[config.mk]
export PLATFORM = sky130hd
export DESIGN_NAME = a2d_spi_scan
export DESIGN_NICKNAME = d
export VERILOG_FILES = /design/src/rtl/a2d_pkg.sv /design/src/rtl/a2d_sclk_gen.sv /design/src/rtl/a2d_spi_scan.sv
export SDC_FILE = /design/constraint.sdc
export NUM_CORES = 1
export LEC_CHECK = 0
export CAP_MARGIN = 10
export CORE_UTILIZATION = 30
export DETAILED_ROUTE_END_ITERATION = 7
export GPL_TIMING_DRIVEN = 0
export MAX_ROUTING_LAYER = met4
export PLACE_DENSITY = 0.55
export RECOVER_POWER = 25
export SETUP_SLACK_MARGIN = 0.5
export SLEW_MARGIN = 40
export SYNTH_ARGS = -nofsm -noshare
export SYNTH_HDL_FRONTEND = slang
export SYNTH_SLANG_ARGS = --single-unit
[constraint.sdc]
create_clock -name clk -period 2.5 [get_ports clk]
set_input_delay 0.625 -clock clk [delete_from_list [all_inputs] [get_ports clk]]
set_output_delay 0.625 -clock clk [all_outputs]
set_load 0.005 [all_outputs]
[src/rtl/a2d_pkg.sv]
// Shared types and helpers for the scanning A2D SPI master.
package a2d_pkg;

  typedef enum logic [1:0] {
    ST_IDLE,
    ST_SETUP,
    ST_SHIFT,
    ST_GAP
  } a2d_state_e;

  // Widest frame the command builder can produce.
  localparam int MAX_FRAME_W = 32;

  // Half an SCLK period in clk cycles.
  function automatic int sclk_half(input int sclk_div);
    return sclk_div / 2;
  endfunction

  // Bits needed for a counter running 0..n-1.
  function automatic int cnt_w(input int n);
    return (n <= 2) ? 1 : $clog2(n);
  endfunction

  // Command word {2'b00, ch, zeros}, left-aligned in a FRAME_W-bit frame.
  function automatic logic [MAX_FRAME_W-1:0] build_cmd(input int frame_w, input int chnl_w,
                                                       input int ch);
    return MAX_FRAME_W'(ch) << (frame_w - 2 - chnl_w);
  endfunction

endpackage

[src/rtl/a2d_sclk_gen.sv]
// SCLK divider: low for the first half of each period, high for the second.
// Idles high whenever it is not enabled.
module a2d_sclk_gen
  import a2d_pkg::*;
#(
  parameter int SCLK_DIV = 32
) (
  input  logic clk,
  input  logic rst,
  input  logic en,
  output logic sclk,
  output logic fall_stb,
  output logic rise_stb
);

  localparam int H  = sclk_half(SCLK_DIV);
  localparam int CW = cnt_w(SCLK_DIV);

  logic [CW-1:0] cnt_q;

  // Phase counter restarts at 0 whenever the divider is disabled.
  always_ff @(posedge clk) begin
    if (rst || !en) begin
      cnt_q <= '0;
    end else if (cnt_q == CW'(SCLK_DIV - 1)) begin
      cnt_q <= '0;
    end else begin
      cnt_q <= cnt_q + CW'(1);
    end
  end

  // rise_stb marks the clk edge that drives SCLK high, fall_stb the one that drives it low.
  assign sclk     = !en || (cnt_q >= CW'(H));
  assign rise_stb = en && (cnt_q == CW'(H - 1));
  assign fall_stb = en && (cnt_q == CW'(SCLK_DIV - 1));

endmodule

[src/rtl/a2d_spi_scan.sv]
// SPI master for the serial A2D: single conversions or one-pass channel-mask scans,
// each result tagged with its channel and announced by a one-cycle strobe.
module a2d_spi_scan
  import a2d_pkg::*;
#(
  parameter int SCLK_DIV   = 32,
  parameter int FRAME_W    = 16,
  parameter int DATA_W     = 12,
  parameter int CHNL_W     = 3,
  parameter int INVERT_RES = 1
) (
  input  logic                   clk,
  input  logic                   rst,
  input  logic                   strt_cnv,
  input  logic [CHNL_W-1:0]      chnnl,
  input  logic                   scan_en,
  input  logic [(1<<CHNL_W)-1:0] scan_mask,
  output logic                   busy,
  output logic                   cnv_cmplt,
  output logic                   scan_done,
  output logic [DATA_W-1:0]      res,
  output logic [CHNL_W-1:0]      res_chnl,
  output logic                   a2d_SS_n,
  output logic                   SCLK,
  output logic                   MOSI,
  input  logic                   MISO
);

  localparam int H   = sclk_half(SCLK_DIV);
  localparam int NCH = 1 << CHNL_W;
  localparam int TW  = cnt_w(H);
  localparam int BW  = cnt_w(FRAME_W);

  a2d_state_e        state_q, state_d;
  logic [TW-1:0]     tmr_q;
  logic [BW-1:0]     bit_q;
  logic [CHNL_W-1:0] ch_q, ch_d;
  logic [NCH-1:0]    pend_q, pend_clr;
  logic              scan_q;
  logic [FRAME_W-1:0] tx_q;
  logic [DATA_W-1:0] rx_q;
  logic              accept, load_frame, frame_done, last_bit;
  logic              fall_stb, rise_stb;

  // Lowest set bit of a channel mask (0 if none).
  function automatic logic [CHNL_W-1:0] lowest_set(input logic [NCH-1:0] m);
    lowest_set = '0;
    for (int i = NCH - 1; i >= 0; i--) begin
      if (m[i]) lowest_set = CHNL_W'(i);
    end
  endfunction

  // The converter's data bits are optionally active-low.
  function automatic logic [DATA_W-1:0] fmt_res(input logic [DATA_W-1:0] raw);
    return (INVERT_RES != 0) ? ~raw : raw;
  endfunction

  a2d_sclk_gen #(
    .SCLK_DIV(SCLK_DIV)
  ) u_sclk (
    .clk     (clk),
    .rst     (rst),
    .en      (state_q == ST_SHIFT),
    .sclk    (SCLK),
    .fall_stb(fall_stb),
    .rise_stb(rise_stb)
  );

  assign last_bit = (bit_q == BW'(FRAME_W - 1));
  assign pend_clr = pend_q & ~(NCH'(1) << ch_q);

  // State register.
  always_ff @(posedge clk) begin
    if (rst) state_q <= ST_IDLE;
    else     state_q <= state_d;
  end

  // Next state, channel selection and pin outputs.
  always_comb begin
    state_d    = state_q;
    ch_d       = ch_q;
    accept     = 1'b0;
    load_frame = 1'b0;
    frame_done = 1'b0;
    busy       = (state_q != ST_IDLE);
    a2d_SS_n   = !((state_q == ST_SETUP) || (state_q == ST_SHIFT));
    MOSI       = 1'b0;
    unique case (state_q)
      ST_IDLE: begin
        // An empty scan mask is not a request.
        if (strt_cnv && (!scan_en || (scan_mask != '0))) begin
          accept     = 1'b1;
          load_frame = 1'b1;
          ch_d       = scan_en ? lowest_set(scan_mask) : chnnl;
          state_d    = ST_SETUP;
        end
      end
      ST_SETUP: begin
        MOSI = tx_q[FRAME_W-1];
        if (tmr_q == TW'(H - 1)) state_d = ST_SHIFT;
      end
      ST_SHIFT: begin
        MOSI = tx_q[FRAME_W-1];
        if (fall_stb && last_bit) begin
          frame_done = 1'b1;
          state_d    = ST_GAP;
        end
      end
      ST_GAP: begin
        if (tmr_q == TW'(H - 1)) begin
          if (scan_q && (pend_q != '0)) begin
            load_frame = 1'b1;
            ch_d       = lowest_set(pend_q);
            state_d    = ST_SETUP;
          end else begin
            state_d = ST_IDLE;
          end
        end
      end
      default: state_d = ST_IDLE;
    endcase
  end

  // Control: SETUP/GAP dwell timer, bit counter, latched channel and scan bookkeeping.
  always_ff @(posedge clk) begin
    if (rst) begin
      tmr_q  <= '0;
      bit_q  <= '0;
      ch_q   <= '0;
      pend_q <= '0;
      scan_q <= 1'b0;
    end else begin
      if (((state_q == ST_SETUP) || (state_q == ST_GAP)) && (state_d == state_q)) begin
        tmr_q <= tmr_q + TW'(1);
      end else begin
        tmr_q <= '0;
      end
      if (state_q != ST_SHIFT) begin
        bit_q <= '0;
      end else if (fall_stb && !last_bit) begin
        bit_q <= bit_q + BW'(1);
      end
      if (load_frame) ch_q <= ch_d;
      if (accept) begin
        scan_q <= scan_en;
        pend_q <= scan_en ? scan_mask : '0;
      end else if (frame_done) begin
        pend_q <= pend_clr;
      end
    end
  end

  // Data: command shifter (advances on every SCLK fall but the first) and MISO capture.
  // Only the last DATA_W received bits are kept; earlier ones fall off the top.
  always_ff @(posedge clk) begin
    if (load_frame) begin
      tx_q <= FRAME_W'(build_cmd(FRAME_W, CHNL_W, int'(ch_d)));
    end else if ((state_q == ST_SHIFT) && fall_stb && !last_bit) begin
      tx_q <= tx_q << 1;
    end
    if (rise_stb) rx_q <= {rx_q[DATA_W-2:0], MISO};
  end

  // Result registers and completion strobes.
  always_ff @(posedge clk) begin
    if (rst) begin
      cnv_cmplt <= 1'b0;
      scan_done <= 1'b0;
      res       <= '0;
      res_chnl  <= '0;
    end else begin
      cnv_cmplt <= frame_done;
      scan_done <= frame_done && scan_q && (pend_clr == '0);
      if (frame_done) begin
        res      <= fmt_res(rx_q);
        res_chnl <= ch_q;
      end
    end
  end

endmodule

==> metrics <==
Post-synth EDFFs=15; post-synth net total=322; vias per cell=5.32; Die Width=99.0 um; Slew Limit Fails=0; Critical Path Sink=pend_q[6]; initial antenna violation count=0; Arr. time, crit path=2250 ps; Slew @ Worst Pin=660 ps; root buffer cell=clkbuf_8; Final Skew=9.60 ps; Post-Syn Area=2820 um2; synth top area cells=dfxtp_1 33%, edfxtp_1 16%, nor2_1 5.6%, a21oi_1 4.6%, ha_1 4.4%; top-count cell post-synth=dfxtp_1; clock share of power=37.5%; post-synthesis mux area share=1.77%; status=completed; drt total wl=7490 um; worst slack at placement=-398 ps; global-route wire length before repair=12200 um; post-route ant nets=0; Cell Rows=35; GRT overflow=0; Synth Area in Simple Gates=18.5%; Main synth FF type=dfxtp_1; Die Area=9790 um2; PortBufs=36; Comb power frac=12.0%; DRT iter0 DRCs=100; Slew headroom=56.0%; I/O Pins=37; Synth cell types=48; final hold violations=0; vias in the first global route=2486; Placed Area=3330 um2; area leader, netlist=dfxtp_1; compound-cell area share of the yosys netlist=20.6%; CTS Buffer Depth=2; layout cells sized above 1=19.2%; layout net count=386; vias post-DR=2530; leakage power=1.31 nW; sequential-to-total area share from yosys stat=48.6%; final setup violating endpoints=0; Seq pwr share=50.6%; XOR/XNOR share of the synthesized area=2.48%; CP Capture Type=flop; launch point of the worst reg-to-reg path=u_sclk.cnt_q[0]; Post-synth ARST share=0%; syn_area_per_cell=9.53 um2; Period Utilization, post-route=81.4%; Crit Path Category=flop to flop; final instance area=3810 um2; Crit path required time=2720 ps; worst hold-check path type=flop to flop; CTS clk-pin slew, worst paths=70 ps; CTS Buf Count=9; Net Switching=572 uW; Pre-antenna DRT Iters=4; P_int=1.49 mW; fmax=491 MHz; routability cong.=0.843; Mapped Cells=296; fin crit period=2030 ps; adder-cell share of the synthesized area=4.44%; largest net degree at the start of global routing=13; Initial Util=30.8%; FF+latch count, synth=61; Max-cap violations=0; PwrDens=540 nW/um2; Worst VDD drop=0.333 mV; R2R Path End=pend_q[6]; Post-DP HPWL=4870 um; largest family of logic cells by synthesized area=compound AO/OA/AOI/OAI gates; Worst-Skew Late Latency=350 ps; Avg WL per Cell=15.7 um; R2R cell count=6; Core Region=9150 um2; switch share=27.8%; chip height=99.0 um; share of the synthesized area in the top cell type=32.7%; top cells by count, synth=46 x dfxtp_1, 42 x nor2_1, 26 x a21oi_1; crit start category=flop; Max FO, Critical Path=7; GRT Util Overall=16.8%; CP startpoint=u_sclk.cnt_q[0]; TritonCTS clock tree=built; CTS Sinks=61; ant diodes=0; CTS H-Tree Depth=3; area grow syn2layout=35.1%; drc violations=0; final setup margin=465 ps; Ys Warns=0; r2r setup slk=470 ps; RSZ-0062 raised after global routing=yes
-- worst min-delay path by stage --
stage / from / end / slack (ps) / cells after the start
after CTS: rx_q[11] / res[11] / 430 / 1
after floorplan: rx_q[11] / res[11] / 410 / 1
final: u_sclk.cnt_q[0] / u_sclk.cnt_q[0] / 420 / 1
after global routing: u_sclk.cnt_q[0] / u_sclk.cnt_q[0] / 430 / 1
after global placement: rx_q[11] / res[11] / 410 / 1
after detailed placement: rx_q[11] / res[11] / 420 / 1
-- power by group through the flow --
stage	registers (mW)	clock network [mW]	logic (mW)
after floorplan	1.06	0	0.121
after global placement	1.06	0	0.194
after detailed placement	1.06	0	0.197
after CTS	1.04	0.798	0.228
after global routing	1.04	0.844	0.270
final	1.04	0.771	0.246
-- cell families (layout without fill, tap and decap cells) --
kind of cell    count (synthesis)  count (layout)
simple gates                  106             106
xor+xnor                        8               8
mux                             5               5
compound gates                 79              80
flops                          61              61
buf+inv                        27              95
fa+ha+maj                      10              10
-- placed cells by master (no fill, tap or decap), drive strengths merged, types with 3 or more instances in the layout --
cell type / synthesis / layout
dfxtp: 46 / 46
a211oi: 13 / 13
xor2: 5 / 5
nand2: 20 / 20
xnor2: 3 / 3
o31ai: 3 / 3
o311ai: 4 / 4
o211ai: 4 / 4
nor3: 5 / 5
nand3: 14 / 14
a21oi: 26 / 26
dlygate4sd2: 0 / 7
and3: 4 / 4
nor2: 42 / 42
nand4: 6 / 6
clkdlybuf4s15: 0 / 3
o21ai: 8 / 8
nor4: 3 / 3
edfxtp: 15 / 15
clkdlybuf4s50: 0 / 21
buf: 1 / 19
ha: 10 / 10
inv: 16 / 17
clkbuf: 10 / 22
a31oi: 3 / 4
mux2i: 5 / 5
-- registers in the layout, indices dropped and copies added (netlist names), 2 cells and up --
signal	count
tx_q	5
bit_q	4
state_q	2
res	12
u_sclk.cnt_q	5
res_chnl	3
ch_q	3
tmr_q	4
pend_q	8
rx_q	12
-- final cells by class --
cell class | count | area [um2]
Clock inverter | 5 | 37.5
Clock buffer | 11 | 131
Timing Repair Buffer | 52 | 465
Sequential cell | 61 | 1380
Fill cell | 913 | 5340
Tap cell | 111 | 139
Inverter | 16 | 72.6
Multi-Input combinational cell | 209 | 1520
Buffer | 11 | 68.8
-- per-layer routing --
layer | routed length, um | up-vias | global-route usage (%) | part of all wire, %
met5 | 0 | - | - | 0
met4 | 183 | 0 | 7.58 | 2.4
met3 | 292 | 17 | 4.33 | 3.9
met2 | 3520 | 62 | 25.9 | 47
met1 | 3490 | 1231 | 20.5 | 47
li1 | - | 1220 | - | -
-- timing repair --
item,4_1_cts,5_1_grt
setup endpoints to repair,46,37
setup buffers,12,4
resized for setup,60,24
cloned,1,0
hold buffers,0,0
pin swaps,10,3
-- worst max-delay path, stage by stage, from the launching register on --
cell and delay [ps]:
dfxtp_2 340, ha_1 190, and3_1 200, ha_1 210, nand3_1 330, o311ai_0 500, a21oi_1 130
-- per-stage QoR --
| stage | util [%] | hold WS, ps | power (mW) | std cells | setup TNS, ps |
|---|---|---|---|---|---|
| floorplan | - | 406 | 1.18 | 296 | 0 |
| global placement | 36.4 | 412 | 1.26 | 443 | -4370 |
| detailed placement | 36.4 | 419 | 1.26 | 443 | -5160 |
| CTS | 40.8 | 432 | 2.07 | 472 | 0 |
| global route | 41.6 | 430 | 2.16 | 476 | 0 |
| finish | 41.6 | 418 | 2.06 | 476 | 0 |
No activity file was read; power rests on OpenSTA's default activity.
